==> src/rtl/sram_byte_ctrl.sv <==
// Byte-wide controller for an external asynchronous SRAM: timed read/write cycles
// driven by one-cycle IO strobes, with an auto-incrementing address pointer.
module sram_byte_ctrl #(
  parameter int AW          = 18,
  parameter int WAIT_CYCLES = 2,
  parameter int AUTOINC     = 1
) (
  input  logic          clk,
  input  logic          reset,
  input  logic          wr_addr_lo,
  input  logic          wr_addr_hi,
  input  logic          wr_data,
  input  logic          rd_start,
  input  logic [15:0]   wd,
  output logic [7:0]    rdata,
  output logic [AW-1:0] addr,
  output logic          busy,
  output logic          ovr,
  output logic [AW-1:0] sram_a,
  output logic [7:0]    sram_d_out,
  output logic          sram_d_oe,
  input  logic [7:0]    sram_d_in,
  output logic          sram_ncs,
  output logic          sram_nwe,
  output logic          sram_noe
);

  localparam int CW = (WAIT_CYCLES > 1) ? $clog2(WAIT_CYCLES) : 1;
  localparam logic [CW-1:0] CNT_LAST  = CW'(WAIT_CYCLES - 1);
  localparam logic [AW-1:0] ADDR_STEP = (AUTOINC != 0) ? AW'(1) : '0;

  typedef enum logic [2:0] {
    IDLE, WR_SETUP, WR_PULSE, WR_HOLD, RD_SETUP, RD_PULSE
  } state_t;

  state_t        state;
  logic [CW-1:0] cnt;
  logic          pulse_done;
  logic          any_strobe;

  assign pulse_done = (cnt == CNT_LAST);
  assign any_strobe = wr_addr_lo | wr_addr_hi | wr_data | rd_start;
  // The address register is itself the registered pin driver.
  assign sram_a     = addr;

  always_ff @(posedge clk) begin
    if (reset) begin
      state      <= IDLE;
      cnt        <= '0;
      addr       <= '0;
      rdata      <= '0;
      busy       <= 1'b0;
      ovr        <= 1'b0;
      sram_d_out <= '0;
      sram_d_oe  <= 1'b0;
      sram_ncs   <= 1'b1;
      sram_nwe   <= 1'b1;
      sram_noe   <= 1'b1;
    end else begin
      // Strobes during an access are dropped so address and data stay stable.
      if (state != IDLE && any_strobe) ovr <= 1'b1;

      case (state)
        IDLE: begin
          if (wr_addr_lo) begin
            addr[15:0] <= wd;
            ovr        <= 1'b0;
          end
          if (wr_addr_hi) addr[AW-1:16] <= wd[AW-17:0];
          if (wr_data) begin
            sram_d_out <= wd[7:0];
            sram_d_oe  <= 1'b1;
            sram_ncs   <= 1'b0;
            busy       <= 1'b1;
            state      <= WR_SETUP;
            if (rd_start) ovr <= 1'b1;
          end else if (rd_start) begin
            sram_ncs <= 1'b0;
            sram_noe <= 1'b0;
            busy     <= 1'b1;
            state    <= RD_SETUP;
          end
        end
        WR_SETUP: begin
          sram_nwe <= 1'b0;
          cnt      <= '0;
          state    <= WR_PULSE;
        end
        WR_PULSE: begin
          if (pulse_done) begin
            sram_nwe <= 1'b1;
            state    <= WR_HOLD;
          end else begin
            cnt <= cnt + 1'b1;
          end
        end
        WR_HOLD: begin
          sram_ncs  <= 1'b1;
          sram_d_oe <= 1'b0;
          busy      <= 1'b0;
          addr      <= addr + ADDR_STEP;
          state     <= IDLE;
        end
        RD_SETUP: begin
          cnt   <= '0;
          state <= RD_PULSE;
        end
        RD_PULSE: begin
          if (pulse_done) begin
            rdata    <= sram_d_in;
            sram_ncs <= 1'b1;
            sram_noe <= 1'b1;
            busy     <= 1'b0;
            addr     <= addr + ADDR_STEP;
            state    <= IDLE;
          end else begin
            cnt <= cnt + 1'b1;
          end
        end
        default: state <= IDLE;
      endcase
    end
  end

endmodule

==> config.mk <==
export PLATFORM = sky130hd
export DESIGN_NAME = sram_byte_ctrl
export DESIGN_NICKNAME = d
export VERILOG_FILES = /design/src/rtl/sram_byte_ctrl.sv
export SDC_FILE = /design/constraint.sdc
export NUM_CORES = 1
export LEC_CHECK = 0
export BUFFER_PORTS_ARGS = -buffer_cell sky130_fd_sc_hd__buf_2
export CAP_MARGIN = 20
export CORE_ASPECT_RATIO = 0.9
export CORE_MARGIN = 1
export CORE_UTILIZATION = 35
export DETAILED_ROUTE_END_ITERATION = 8
export GPL_TIMING_DRIVEN = 0
export RECOVER_POWER = 25
export REMOVE_ABC_BUFFERS = 1
export SETUP_SLACK_MARGIN = 0.2
export SLEW_MARGIN = 15
export SYNTH_ARGS = -nofsm -noshare
export SYNTH_HDL_FRONTEND = slang
export SYNTH_SLANG_ARGS = --single-unit
==> constraint.sdc <==
create_clock -name clk -period 3.11 [get_ports clk]
set_input_delay 0.4665 -clock clk [delete_from_list [all_inputs] [get_ports clk]]
set_output_delay 0.4665 -clock clk [all_outputs]
set_load 0.005 [all_outputs]
Word level (Yosys, flattened, before mapping)
Index checks and enable logic that the tools add are counted.
{"block": "totals", "reg_bits": 44, "latch_bits": 0, "ramBits": 0, "romBits": 0, "output_inout_bits": 58, "wordCells": 78, "mem_count": 0}
{"block": "op_classes", "addsub": 2, "n_mul": 0, "n_div": 0, "n_lt_le_gt_ge": 0, "n_eq_ne": 13, "shifts": 0, "mux": 29, "n_bitwise": 3, "reduce_logical": 19}
{"operator": "one-hot mux 18 bit (3 select lines)", "n": 1}
{"operator": "adder 18 x 1 -> 18 bit (second input constant)", "n": 1}
{"operator": "two-way mux 18 bit", "n": 1}
{"operator": "two-way mux 16 bit", "n": 1}
{"operator": "one-hot mux 3 bit (5 select lines)", "n": 1}
{"operator": "two-way mux 1 bit", "n": 14}
{"operator": "!= test 2 bit (second input constant)", "n": 7}
{"operator": "two-way mux 3 bit", "n": 4}
{"operator": "AND reduction 3 bit", "n": 4}
{"operator": "one-hot mux 1 bit (2 select lines)", "n": 4}
{"operator": "AND reduction 2 bit", "n": 4}
{"operator": "nonzero test 2 bit", "n": 4}
{"operator": "== test 3 x 2 -> 1 bit (second input constant)", "n": 2}
{"operator": "== test 3 bit (second input constant)", "n": 2}
{"operator": "one-hot mux 1 bit (3 select lines)", "n": 2}
{"operator": "nonzero test 3 bit", "n": 2}
{"operator": "AND reduction 4 bit", "n": 1}
{"operator": "OR reduction 2 bit", "n": 2}
{"operator": "== test 3 x 1 -> 1 bit (second input constant)", "n": 1}
{"operator": "zero test 3 bit", "n": 1}
{"operator": "!= test 3 bit (second input constant)", "n": 1}
{"operator": "bitwise OR 1 bit", "n": 3}
{"operator": "two-way mux 2 bit", "n": 1}
{"operator": "adder 1 bit (second input constant)", "n": 1}
{"operator": "logical AND 1 bit", "n": 1}

Logic depth before layout (Yosys ltp)
Gate-level depths: netlist (run 1).
{"block": "logic_depth", "word_depth": 9, "ltp_mapped": 6, "ltp_nobuf": 5}

Worst setup path before layout (run 1)
Ideal clock, no wire load.
{"block": "synth_path", "path_kind": "reg-to-reg", "start": "reg addr[0]", "end": "reg addr[16]", "setup_time_ps": 132, "t_arrival_ps": 1429, "required_ps": 2978, "path_slack_ps": 1549, "stages_incl_launch_ff": 6, "n_path_buf": 0, "synth_period_minus_slack_ps": 1561, "cell_sequence": "dfxtp_1 ha_1 nand3_1 nor4_1 mux2i_1 a21oi_1"}
{"block": "synth_via", "elab_chain_cells": 3}
{"element": "from (decl)", "line": "16", "rtl": "output logic [AW-1:0] addr,"}
{"element": "from (signal assigned)", "line": "66", "rtl": "addr[15:0] <= wd;"}
{"element": "from (signal, indexed assignment)", "line": "69", "rtl": "if (wr_addr_hi) addr[AW-1:16] <= wd[AW-17:0];"}
{"element": "from (signal assigned)", "line": "101", "rtl": "addr <= addr + ADDR_STEP;"}
{"element": "adder 18 x 1 -> 18 bit *", "line": "101, 114"}
{"element": "two-way mux 18 bit", "line": "109", "rtl": "if (pulse_done) begin"}
{"element": "one-hot mux 18 bit (3 select lines) *", "line": "63", "rtl": "case (state)"}
Every way passes the cells marked *; elsewhere a longest branch is shown, timed or not. The select of a mux whose other input is x is not followed.
A chain may end at the register's enable or synchronous reset.

Final worst setup path (run 1)
{"block": "layout_path", "start": "reg state[0]", "end": "reg addr[5]"}
{"block": "layout_via", "elab_chain_cells": 3, "word_cells_on_any_way": 8, "classes_between": "eq/ne: 4; mux: 1; reduce/logical: 3"}
{"element": "from (decl)", "line": "36", "rtl": "state_t state;"}
{"element": "from (signal assigned)", "line": "48", "rtl": "state <= IDLE;"}
{"element": "from (signal assigned)", "line": "75", "rtl": "state <= WR_SETUP;"}
{"element": "from (signal assigned)", "line": "81", "rtl": "state <= RD_SETUP;"}
{"element": "== test 3 bit, or another cell as far along", "line": "63"}
{"element": "!= test 2 bit (no line) or nonzero test 3 bit (tied branches)"}
{"element": "AND reduction 3 bit (no line)"}
Parallel ways exist; a longest one is shown, timed or not.

==> metrics.md, run 1 <==
| Metric | Value |
|---|---|
| Outcome | complete, no violations |
| Diodes inserted | 0 |
| R2r startpoint | state[0] |
| DRT iter0 DRCs | 124 |
| Seq cells post-synth | 44 |
| Sequential area share after synthesis | 34.9% |
| Cell family with most CP delay | flip-flops |
| Fin crit share | 86.3% |
| Post-Syn Instances | 310 |
| Internal power | between 0.001 and 0.0015 W |
| Worst path bufs/invs | 1 |
| Worst ir drop on vdd | approximately 0.00018 V |
| Synth cell types | 56 |
| Switch share | 37.5% |
| Post-synth EDFFs | 0 |
| Placed cell area | 2830 um2 |
| Critical-path top delay cell | dfxtp_1 |
| Number of port buffers | 87 |
| Post CTS Setup Buffer Count | 0 |
| Post-DRT Antenna Nets | 0 |
| CP endpoint kind | register |
| Share of total power in combinational logic | 32.4% |
| Main synth FF type | dfxtp_1 |
| Setup violations, final | 0 |
| Psw | between 0.0006 and 0.0007 W |
| Util after Layout | between 40% and 50% |
| Flop pwr share | 45.6% |
| Cts hold-fix bufs | 0 |
| WS Path Type | reg2reg |
| Syn avg cell area | a little over 8 um2 |
| Rel. slew slack | 43.2% |
| # DRC | 0 |
| Die footprint | 7550 um2 |
| Clock sink count | between 40 and 50 |
| Worst R2R End | addr[5] |
| WL/cell | 14.6 um |
| Pin count of the biggest net entering global routing | 47 |
| Hold EP | rdata[7] |
| Mapped cell area | between 2000 and 3000 um2 |
| Async set-reset flop share out of synthesis | 0% |
| Max-cap violations | 0 |
| Io pins | 88 |
| Crit path max fanout | 24 |
| Gpl congestion | between 0.7 and 0.8 |
| Core Rows | 28 |
| Starting density of the core | 37.3% |
| Maximum clock path buffer count | 2 |
| First-pass GRT wire length | approximately 11000 um |
| Unrepaired setup endpoints after global routing | no |
| Worst-path cell chain | inv_1 -> nor2_1 -> o21ai_0 -> a311oi_1 |
| Total Routing Usage GR | 17.7% |
| FMAX | 373 MHz |
| Total CTS buffers | 5 |
| Core Footprint | between 6000 and 7000 um2 |
| Setup TNS | 0 ns |
| Initial DRT Pass Iterations | 4 |
| Clock Pin Slew Worst Setup and Hold Paths | approximately 0.090 ns |
| CTS tree | built |
| Min-delay worst type | in2reg |
| Hold path cells | 3 |
| WP data required | 3.32 ns |
| Reg2reg path depth | 4 |
| Layout area overhead | 15.1% |
| Pwr dens | 596 nW/um2 |
| Fin nets | approximately 400 |
| Grt ovf | 0 |
| Root Driver | clkbuf_8 |
| Routed vias/inst | 5.35 |
| DP HPWL | between 4000 and 5000 um |
| Final wirelength | about 6700 um |
| HP Start | sram_d_in[7] |
| Ys Warns | 0 |
| Skew-Pair Late Insertion Delay | 0.30 ns |
| Register area | a little under 900 um2 |
| Crit-path max cell delay | 0.85 ns |
| Vert. Die Dim | 82.6 um |
| Clock Skews | 0.00846 ns |
| Gates resized, CTS repair | 0 |
| Die width | around 90 um |
| Endpoints failing hold | 0 |
| Area of the multi-input gates | 1350 um2 |
| Fin. max-slew vios | 0 |
| Vias in the first global route | between 2000 and 2500 |
| Slew @ Worst Pin | 0.852 ns |
| Setup slack, reg-to-reg | between 0.4 and 0.5 ns |
| H-tree Lvls | 2 |
| Share of cells above drive strength 1 | 25.8% |
| Initial antenna violation count | 0 |
| Worst Hold Slack | 0.391 ns |
| Vias | 2449 |
| P_leak | about 1.2 nW |
| Clock Power Share | 22.0% |
| Fillers | 738 |
| Clock period minus final worst setup slack | between 2 and 3 ns |
| Worst setup SP type | register |
| Worst endpoint data arrival time | 2.89 ns |
| Finished Cell Area | a little under 3000 um2 |
synthesized netlist by cell type, types with 3 or more instances:
cell type / count / area share [%]
a211oi_1: 3 / 0.89
a21oi_1: 34 / 6.7
a22oi_1: 4 / 1.2
and3_1: 4 / 0.99
and4_1: 3 / 1.0
buf_2: 7 / 1.4
buf_4: 20 / 5.9
buf_6: 4 / 1.8
clkbuf_1: 4 / 0.59
dfxtp_1: 44 / 35
inv_1: 14 / 2.1
mux2i_1: 3 / 1.2
nand2_1: 40 / 5.9
nand3_1: 9 / 1.8
nand4_1: 6 / 1.5
nor2_1: 11 / 1.6
nor2b_1: 4 / 0.99
nor3_1: 9 / 1.8
nor4_1: 5 / 1.2
o21ai_0: 19 / 3.8
o2bb2ai_1: 3 / 1.0
o31a_1: 6 / 2.1
o32ai_1: 8 / 2.8
flip-flops by register name, summed over array words and instances (netlist names):
register / count
addr: 18
rdata: 8
sram_d_out: 8
state: 3
busy: 1
cnt: 1
ovr: 1
sram_d_oe: 1
sram_ncs: 1
sram_noe: 1
sram_nwe: 1
power by group through the flow:
stage                     Sequential [W]  Combinational (W)  Clock (W)
after CTS                       0.000786           0.000570   0.000392
after detailed placement        0.000800           0.000568          0
final                           0.000788           0.000561   0.000380
after floorplan                 0.000782           0.000334          0
after global placement          0.000792           0.000557          0
after global routing            0.000806           0.000628   0.000414
final cells by class:
| type | instances | share of cell area (%) |
|---|---|---|
| well taps | 90 | 3.88 |
| multi-input cells | 215 | 46.3 |
| inverters | 14 | 1.81 |
| clock buffers | 7 | 2.97 |
| flip-flops and latches | 44 | 30.3 |
| clock inverters | 1 | 0.259 |
| repair buffers | 87 | 14.4 |
tightest hold or removal path, cell delays in order:
cell and delay [ns]:
buf_2 0.10, nand2_1 0.04, a21oi_1 0.05
layout by cell type, fill, tap and decap left out, drive strengths merged, types with 2 or more instances in the layout:
cell / synthesis / routed
a211oi: 3 / 3
a21oi: 36 / 36
a221oi: 2 / 2
xnor2: 2 / 2
a31oi: 2 / 2
a2bb2oi: 2 / 2
mux2i: 3 / 3
o211ai: 2 / 2
and4: 3 / 3
nand4b: 2 / 2
a211o: 2 / 2
nor4: 6 / 6
and3: 4 / 4
dfxtp: 44 / 44
o21a: 2 / 2
buf: 33 / 74
nor3: 9 / 9
nor2b: 4 / 4
nand3: 9 / 9
nand2: 41 / 41
a22oi: 4 / 4
o2bb2ai: 3 / 3
clkbuf: 4 / 20
o21ai: 19 / 19
o32ai: 8 / 8
inv: 14 / 14
or3: 3 / 3
and3b: 2 / 2
nand4: 6 / 6
nand2b: 3 / 3
o31a: 6 / 6
nor2: 12 / 12
cell families (layout without fill, tap and decap cells):
logic type	Yosys count	after routing	synth area share, %
compound gates	99	99	26.9
xor+xnor	3	3	1.34
flops	44	44	34.9
buf+inv	51	109	12.1
simple gates	109	109	23.1
fa+ha+maj	1	1	0.496
mux	3	3	1.19
worst max path at each step:
stage	startpoint	end	slack, ns	cells after the start
2_1_floorplan	state[2]	addr[5]	1.16	4
6_report	state[0]	addr[5]	0.43	4
5_1_grt	state[0]	addr[5]	0.24	4
3_3_place_gp	state[2]	addr[5]	0.51	4
3_5_place_dp	state[0]	addr[5]	0.53	4
4_1_cts	state[0]	addr[5]	0.50	4
per-layer routing:
layer	vias to the layer above	track usage, %	share of wire (%)
met5	-	0	0
met4	0	7.14	1.4
met3	8	2.47	3.5
met2	58	31.1	48
met1	1148	22.1	47
li1	1235	-	-
through the flow:
step | instances | power [W] | setup WS (ns)
2_1_floorplan | 273 | 0.00112 | 1.16
3_5_place_dp | 450 | 0.00137 | 0.528
6_report | 458 | 0.00173 | 0.427
5_1_grt | 458 | 0.00185 | 0.242
4_1_cts | 458 | 0.00175 | 0.498
3_3_place_gp | 450 | 0.00135 | 0.507
Note: power is estimated with default switching activity, not from simulation.
==> run 2, diff against run 1 <==
- CELL_PAD_IN_SITES_DETAIL_PLACEMENT: unset -> 1
- CELL_PAD_IN_SITES_GLOBAL_PLACEMENT: unset -> 2
- CORE_UTILIZATION: 35 -> 30
- PLACE_DENSITY_LB_ADDON: unset -> 0.1
==> metrics.md, run 2 (synthesis gave the netlist of run 1 again) <==
| Metric | Value |
|---|---|
| Outcome | complete, no violations |
| Worst Hold Slack | 0.382 ns (-0.00908 ns) |
| Fin nets | 398 (unchanged) |
| Starting density of the core | 31.1% (-6.2 points) |
| Final std cells w/o fill | 467 (+2.0%) |
| Max reg flops | 18 (unchanged) |
| Min-delay worst type | in2reg |
| R2r startpoint | state[0] |
| Core Rows | 31 (+11%) |
| Core Footprint | 8110 um2 (+20%) |
| Worst path depth | 4 (unchanged) |
| Largest reg by FF count | addr |
| CP Launch Point | state[0] |
| Worst R2R End | addr[6] |
| Die footprint | 8780 um2 (+16%) |
| Cts hold-fix bufs | 0 (unchanged) |
| Worst-path cell chain | nand4b_1 -> o311ai_4 -> nand2b_2 -> o32ai_1 |
| Crit path max fanout | 24 (unchanged) |
| Grt ovf | 0 (unchanged) |
| Total Routing Usage GR | 17.8% (+0.099 points) |
| # DRC | 0 (unchanged) |
| Fin. max-slew vios | 0 (unchanged) |
| H-tree Lvls | 2 (unchanged) |
| Pwr dens | 627 nW/um2 (+5.3%) |
| WP data required | 3.32 ns (about the same) |
| Worst ir drop on vdd | 0.000232 V (+26%) |
| Top Registers | addr x18, rdata x8, sram_d_out x8 |
| Post-DRT Antenna Nets | 0 (unchanged) |
| Crit-path max cell delay | 0.87 ns (+0.02 ns) |
| Fin crit share | 83.8% (-2.4 points) |
| CP endpoint kind | register |
| Critical-path top delay cell | dfxtp_1 |
| Total CTS buffers | 5 (unchanged) |
| Vias | 2478 (+1.2%) |
| Clock sink count | 44 (unchanged) |
| Placed cell area | 2840 um2 (+0.40%) |
| Routed vias/inst | 5.31 (-0.77%) |
| CTS tree | built |
| Clock Pin Slew Worst Setup and Hold Paths | 0.10 ns (about the same) |
| First-pass GRT wire length | 12400 um (+17%) |
| Placed cells | 459 (+2.0%) |
| Initial DRT Pass Iterations | 5 (+1) |
| Layout area overhead | 16.3% |
| DP HPWL | 5370 um (+14%) |
| Reg2reg path depth | 4 (unchanged) |
| Setup TNS | 0 ns (unchanged) |
| Setup violations, final | 0 (unchanged) |
| Vias in the first global route | 2322 (+2.7%) |
| Gpl congestion | 0.696 (-13%) |
| Cell family with most CP delay | simple AND/OR/NAND/NOR gates |
| Rel. slew slack | 37.2% (-6.0 points) |
| FMAX | 383 MHz (+2.9%) |
| Skew-Pair Late Insertion Delay | 0.31 ns (about the same) |
| Worst endpoint data arrival time | 2.82 ns (-0.07 ns) |
| WS Path Type | reg2reg |
| Crit path capture | addr[6] |
| Initial antenna violation count | 0 (unchanged) |
| Vert. Die Dim | 89.0 um (+7.8%) |
| Setup slack, reg-to-reg | 0.50 ns (+0.08 ns) |
| Post CTS Setup Buffer Count | 0 (unchanged) |
| DRT iter0 DRCs | 67 (-46%) |
| Pin count of the biggest net entering global routing | 47 (unchanged) |
| Diodes inserted | 0 (unchanged) |
| WL/cell | 16.8 um (+15%) |
| Io pins | 88 (unchanged) |
| Most common cell after layout, fill and taps aside | buf_2 |
| Slew @ Worst Pin | 0.942 ns (+0.0902 ns) |
| Unrepaired setup endpoints after global routing | no |
| Die width | 98.7 um (+7.8%) |
| Max-cap violations | 0 (unchanged) |
| Most frequent cells in the layout | buf_2 (70), dfxtp_1 (44), nand2_1 (40) |
| Worst setup SP type | register |
| Maximum clock path buffer count | 2 (unchanged) |
| Fillers | 1037 (+41%) |
| Share of cells above drive strength 1 | 25.3% (-0.54 points) |
| Clock Skews | 0.0164 ns (+0.00797 ns) |
| Finished Cell Area | 2940 um2 (+1.1%) |
| Final wirelength | 7850 um (+18%) |
| Root Driver | clkbuf_8 |
| P_leak | 1.16 nW (-0.17%) |
| Worst path bufs/invs | 0 (-1) |
| Endpoints failing hold | 0 (unchanged) |
| Clock period minus final worst setup slack | 2.61 ns (-0.0752 ns) |
| Number of port buffers | 87 (unchanged) |
==> run 2: cell types whose count changed in the layout (fill, tap and decap cells not counted), sizes merged <==
cell      change
bufinv        +1
clkinvlp      -1
buf           -4
clkinv        +2
clkbuf        +2
==> run 2: worst min-delay path by stage <==
| stage | startpoint | slack [ns] | endpoint | cells past startpoint |
|---|---|---|---|---|
| finish | sram_d_in[2] | 0.38 | rdata[2] | 3 |
| floorplan | rdata[0] | 0.45 | rdata[0] | 2 |
| global placement | rdata[2] | 0.44 | rdata[2] | 2 |
| detailed placement | rdata[2] | 0.45 | rdata[2] | 2 |
| global route | sram_d_in[3] | 0.38 | rdata[3] | 3 |
| CTS | sram_d_in[2] | 0.38 | rdata[2] | 3 |
==> run 2: cell type report <==
| class | count | area (um2) | share of cell area (%) |
|---|---|---|---|
| inverter | 14 | 52.6 | 1.79 |
| clock inverter | 3 | 47.5 | 1.62 |
| clock buffer | 5 | 68.8 | 2.34 |
| timing repair buffer | 87 | 414 | 14.1 |
| sequential | 44 | 881 | 30.0 |
| multi-input combinational | 215 | 1350 | 45.9 |
| tap | 99 | 124 | 4.22 |
==> run 2: power breakdown <==
part           total [W]  leakage, nW  switching (W)  internal [W]
Sequential      0.000792        0.361       0.000146      0.000646
Combinational   0.000577        0.738       0.000325      0.000252
Clock           0.000471       0.0583       0.000228      0.000243
==> run 2: worst reg2reg max path, cell delays in order (launching register included) <==
cell	delay (ns)
dfxtp_1	0.87
nand4b_1	0.75
o311ai_4	0.39
nand2b_2	0.31
o32ai_1	0.20
==> run 2: layer usage <==
metal  global-route usage (%)  wire length [um]  vias up
met2                     27.3              3440       53
met3                     2.58               226        4
met5                        0                 0        -
met1                     26.3              4130     1195
li1                         -                 -     1226
met4                     4.07                52        0
==> run 2: per-stage QoR <==
stage	setup slack, ns	total power [W]	util, %
finish	0.502	0.00184	36.2
global route	0.242	0.00197	36.2
CTS	0.281	0.00186	36.4
detailed placement	0.300	0.00139	35.0
global placement	0.278	0.00137	34.9
floorplan	1.16	0.00112	-
==> run 2: timing repair <==
| item | 4_1_cts | 5_1_grt |
|---|---|---|
| endpoints found under the hold margin | 0 | 0 |
| setup endpoints to repair | 0 | 7 |
| resized for setup | 0 | 1 |
==> run 3, diff against run 2 <==
- ABC_AREA: unset -> 1
- CORE_UTILIZATION: 30 -> 25
- clock period: 3.11 -> 2.4 ns (I/O delays scaled with it)
==> metrics.md, run 3 <==
| Metric | Value |
|---|---|
| Rel. slew slack | 56.9% (+20 points) |
| Core Rows | 34 (+9.7%) |
| WP data required | 2.64 ns (-0.68 ns) |
| Grt ovf | 0 (unchanged) |
| Maximum clock path buffer count | 2 (unchanged) |
| Pwr dens | 1240 nW/um2 (+98%) |
| Vias | 2617 (+5.6%) |
| Post-synthesis mux area share | 0% (-1.2 points) |
| Worst endpoint data arrival time | 2.07 ns (-0.75 ns) |
| Root Driver | clkbuf_8 |
| Largest family of logic cells by synthesized area | simple AND/OR/NAND/NOR gates |
| Crit path max fanout | 24 (unchanged) |
| Fillers | 1279 (+23%) |
| First-pass GRT wire length | 12200 um (-1.6%) |
| Worst setup SP type | register |
| Initial DRT Pass Iterations | 4 (-1) |
| Pin count of the biggest net entering global routing | 29 (-38%) |
| Post-synth EDFFs | 0 (unchanged) |
| Fin. max-slew vios | 0 (unchanged) |
| Gates resized, CTS repair | 0 (unchanged) |
| Setup TNS | 0 ns (unchanged) |
| CP endpoint kind | register |
| Clock Pin Slew Worst Setup and Hold Paths | 0.09 ns (about the same) |
| Mapped cell area | 2480 um2 (-1.8%) |
| Most frequent cells in the layout | nand2_1 (95), buf_2 (73), nor2_1 (57) |
| Share of cells above drive strength 1 | 22.5% (-2.8 points) |
| Initial antenna violation count | 0 (unchanged) |
| Post-synth top area share | 35.5% (+0.63 points) |
| DP HPWL | 5470 um (+2.0%) |
| DR top layer | met4 |
| Number of port buffers | 87 (unchanged) |
| Async set-reset flop share out of synthesis | 0% (unchanged) |
| Largest reg by FF count | addr |
| Psw | 0.00175 W (+150%) |
| Cts hold-fix bufs | 0 (unchanged) |
| Skew-Pair Late Insertion Delay | 0.30 ns (about the same) |
| CTS tree | built |
| Placed cells | 563 (+23%) |
| Yosys top cell by area | dfxtp_1 |
| Flop pwr share | 35.7% (-7.4 points) |
| Unrepaired setup endpoints after global routing | no |
| Syn avg cell area | 6.56 um2 (-19%) |
| Register area | 881 um2 (unchanged) |
| Vert. Die Dim | 96.5 um (+8.4%) |
| Diodes inserted | 0 (unchanged) |
| Routed vias/inst | 4.58 (-14%) |
| Post-Synth Simple-Gate Area | 35.2% (+12 points) |
| Post-Syn Instances | 378 (+22%) |
| Ys Warns | 0 (unchanged) |
| Most common cell after layout, fill and taps aside | nand2_1 |
| Final worst slack | 0.568 ns (+0.0657 ns) |
| Switch share | 47.9% (+9.9 points) |
| # DRC | 0 (unchanged) |
| Synth cell types | 30 (-46%) |
| Max reg flops | 18 (unchanged) |
| FMAX | 546 MHz (+42%) |
| P_leak | 1.32 nW (+14%) |
| Post-DRT Antenna Nets | 0 (unchanged) |
| Clock sink count | 44 (unchanged) |
| Fin nets | 475 (+19%) |
| Area of the multi-input gates | 1260 um2 (-6.3%) |
| Synth Area in Adders | 0.505% (+0.0090 points) |
| H-tree Lvls | 2 (unchanged) |
| Endpoints failing hold | 0 (unchanged) |
| Slew @ Worst Pin | 0.647 ns (-0.295 ns) |
| Final std cells w/o fill | 571 (+22%) |
| Share of total power in combinational logic | 50.4% (+19 points) |
| WL/cell | 13.2 um (-22%) |
| Outcome | complete, no violations |
| Most frequent cells after synthesis | nand2_1 (95), nor2_1 (57), dfxtp_1 (44), nand3_1 (34), a21oi_1 (30) |
| Main synth FF type | dfxtp_1 |
| Metal2 WL | 3340 um (-3.0%) |
| Layout area overhead | 18.8% |
| Post CTS Setup Buffer Count | 0 (unchanged) |
| Starting density of the core | 25.7% (-5.5 points) |
| Total Routing Usage GR | 15.1% (-2.7 points) |
| Internal power | 0.00190 W (+67%) |
| DRT iter0 DRCs | 69 (+3.0%) |
| Util after Layout | 30.5% (-5.7 points) |
| Clock Power Share | 13.9% (-12 points) |
| Core Footprint | 9660 um2 (+19%) |
| Fin crit share | 76.3% (-7.5 points) |
| Io pins | 88 (unchanged) |
| Max-cap violations | 0 (unchanged) |
| Synth Area in Compound Gates | 14.5% (-12 points) |
| Clock period minus final worst setup slack | 1.83 ns (-0.776 ns) |
| Pre-CTS setup slack | 0.618 ns (+0.317 ns) |
| Seq cells post-synth | 44 (unchanged) |
| Most numerous cell in the Yosys netlist | nand2_1 |
| Worst ir drop on vdd | 0.000383 V (+65%) |
| Min-delay worst type | in2reg |
| Post-Route M1 WL | 3880 um (-6.1%) |
| Final wirelength | 7520 um (-4.2%) |
| Xor/xnor share of the synthesized area | 0.707% (-0.63 points) |
| Die footprint | 10300 um2 (+17%) |
| Finished Cell Area | 2940 um2 (+0.30%) |
| Die width | 107 um (+8.4%) |
| Vias in the first global route | 2502 (+7.8%) |
| Clock Skews | 0.00443 ns (-0.0120 ns) |
| Setup violations, final | 0 (unchanged) |
| Sequential area share after synthesis | 35.5% (+0.63 points) |
| WS Path Type | reg2reg |
| Gpl congestion | 0.754 (+8.3%) |
| Placed cell area | 2870 um2 (+1.1%) |
| Top Registers | addr x18, rdata x8, sram_d_out x8 |
| Total CTS buffers | 5 (unchanged) |
| Top cells by area, synth | dfxtp_1 (36%), nand2_1 (14%), nor2_1 (8.6%) |
| Routed wl met3 | 240 um (+6.2%) |
-- run 3: layout make-up --
cell class,instances,area share (%)
timing repair buffer,87,14.2
sequential,44,29.9
clock inverter,1,0.255
tap,126,5.35
inverter,35,4.46
multi-input combinational,271,42.9
clock buffer,7,2.93
-- run 3: logic make-up (layout without fill, tap and decap cells) --
logic type | Yosys count | after routing
AO/OA/AOI/OAI | 65 | 65
XOR/XNOR | 2 | 2
adder cells (fa/ha/maj) | 1 | 1
buffers and inverters | 63 | 130
flip-flops | 44 | 44
AND/OR/NAND/NOR | 203 | 203
-- run 3: per-layer routing --
layer / track usage (%) / vias up
li1: - / 1331
met1: 20.6 / 1229
met2: 24.9 / 52
met3: 2.41 / 5
met4: 3.42 / 0
met5: 0 / -
-- run 3: worst paths after layout --
check | start | endpoint | slack (ns) | cells past startpoint
hold reg to reg | rdata[6] | rdata[6] | 0.46 | 2
setup reg to reg | state[2] | addr[4] | 0.57 | 8
hold / removal | wd[5] | sram_d_out[5] | 0.30 | 3
setup / recovery | state[2] | addr[4] | 0.57 | 8
-- run 3: worst max-delay path: stages (launching register included) --
cell     delay [ns]
dfxtp_1        0.46
inv_1          0.15
nand2_2        0.11
nand2_4        0.12
nand2_2        0.12
nand3_4        0.28
inv_2          0.28
o21ai_0        0.10
a21oi_1        0.13
-- run 3: stage by stage --
step / hold WS [ns] / power (W)
final: 0.297 / 0.00365
after global routing: 0.301 / 0.00406
after CTS: 0.283 / 0.00374
after detailed placement: 0.456 / 0.00320
after global placement: 0.447 / 0.00318
after floorplan: 0.422 / 0.00244
-- run 3: power by group through the flow --
stage               clock, W  sequential (W)  combinational [W]
CTS                 0.000539         0.00131            0.00189
floorplan                  0         0.00130            0.00115
global route        0.000556         0.00137            0.00213
detailed placement         0         0.00132            0.00188
finish              0.000506         0.00130            0.00184
global placement           0         0.00132            0.00186
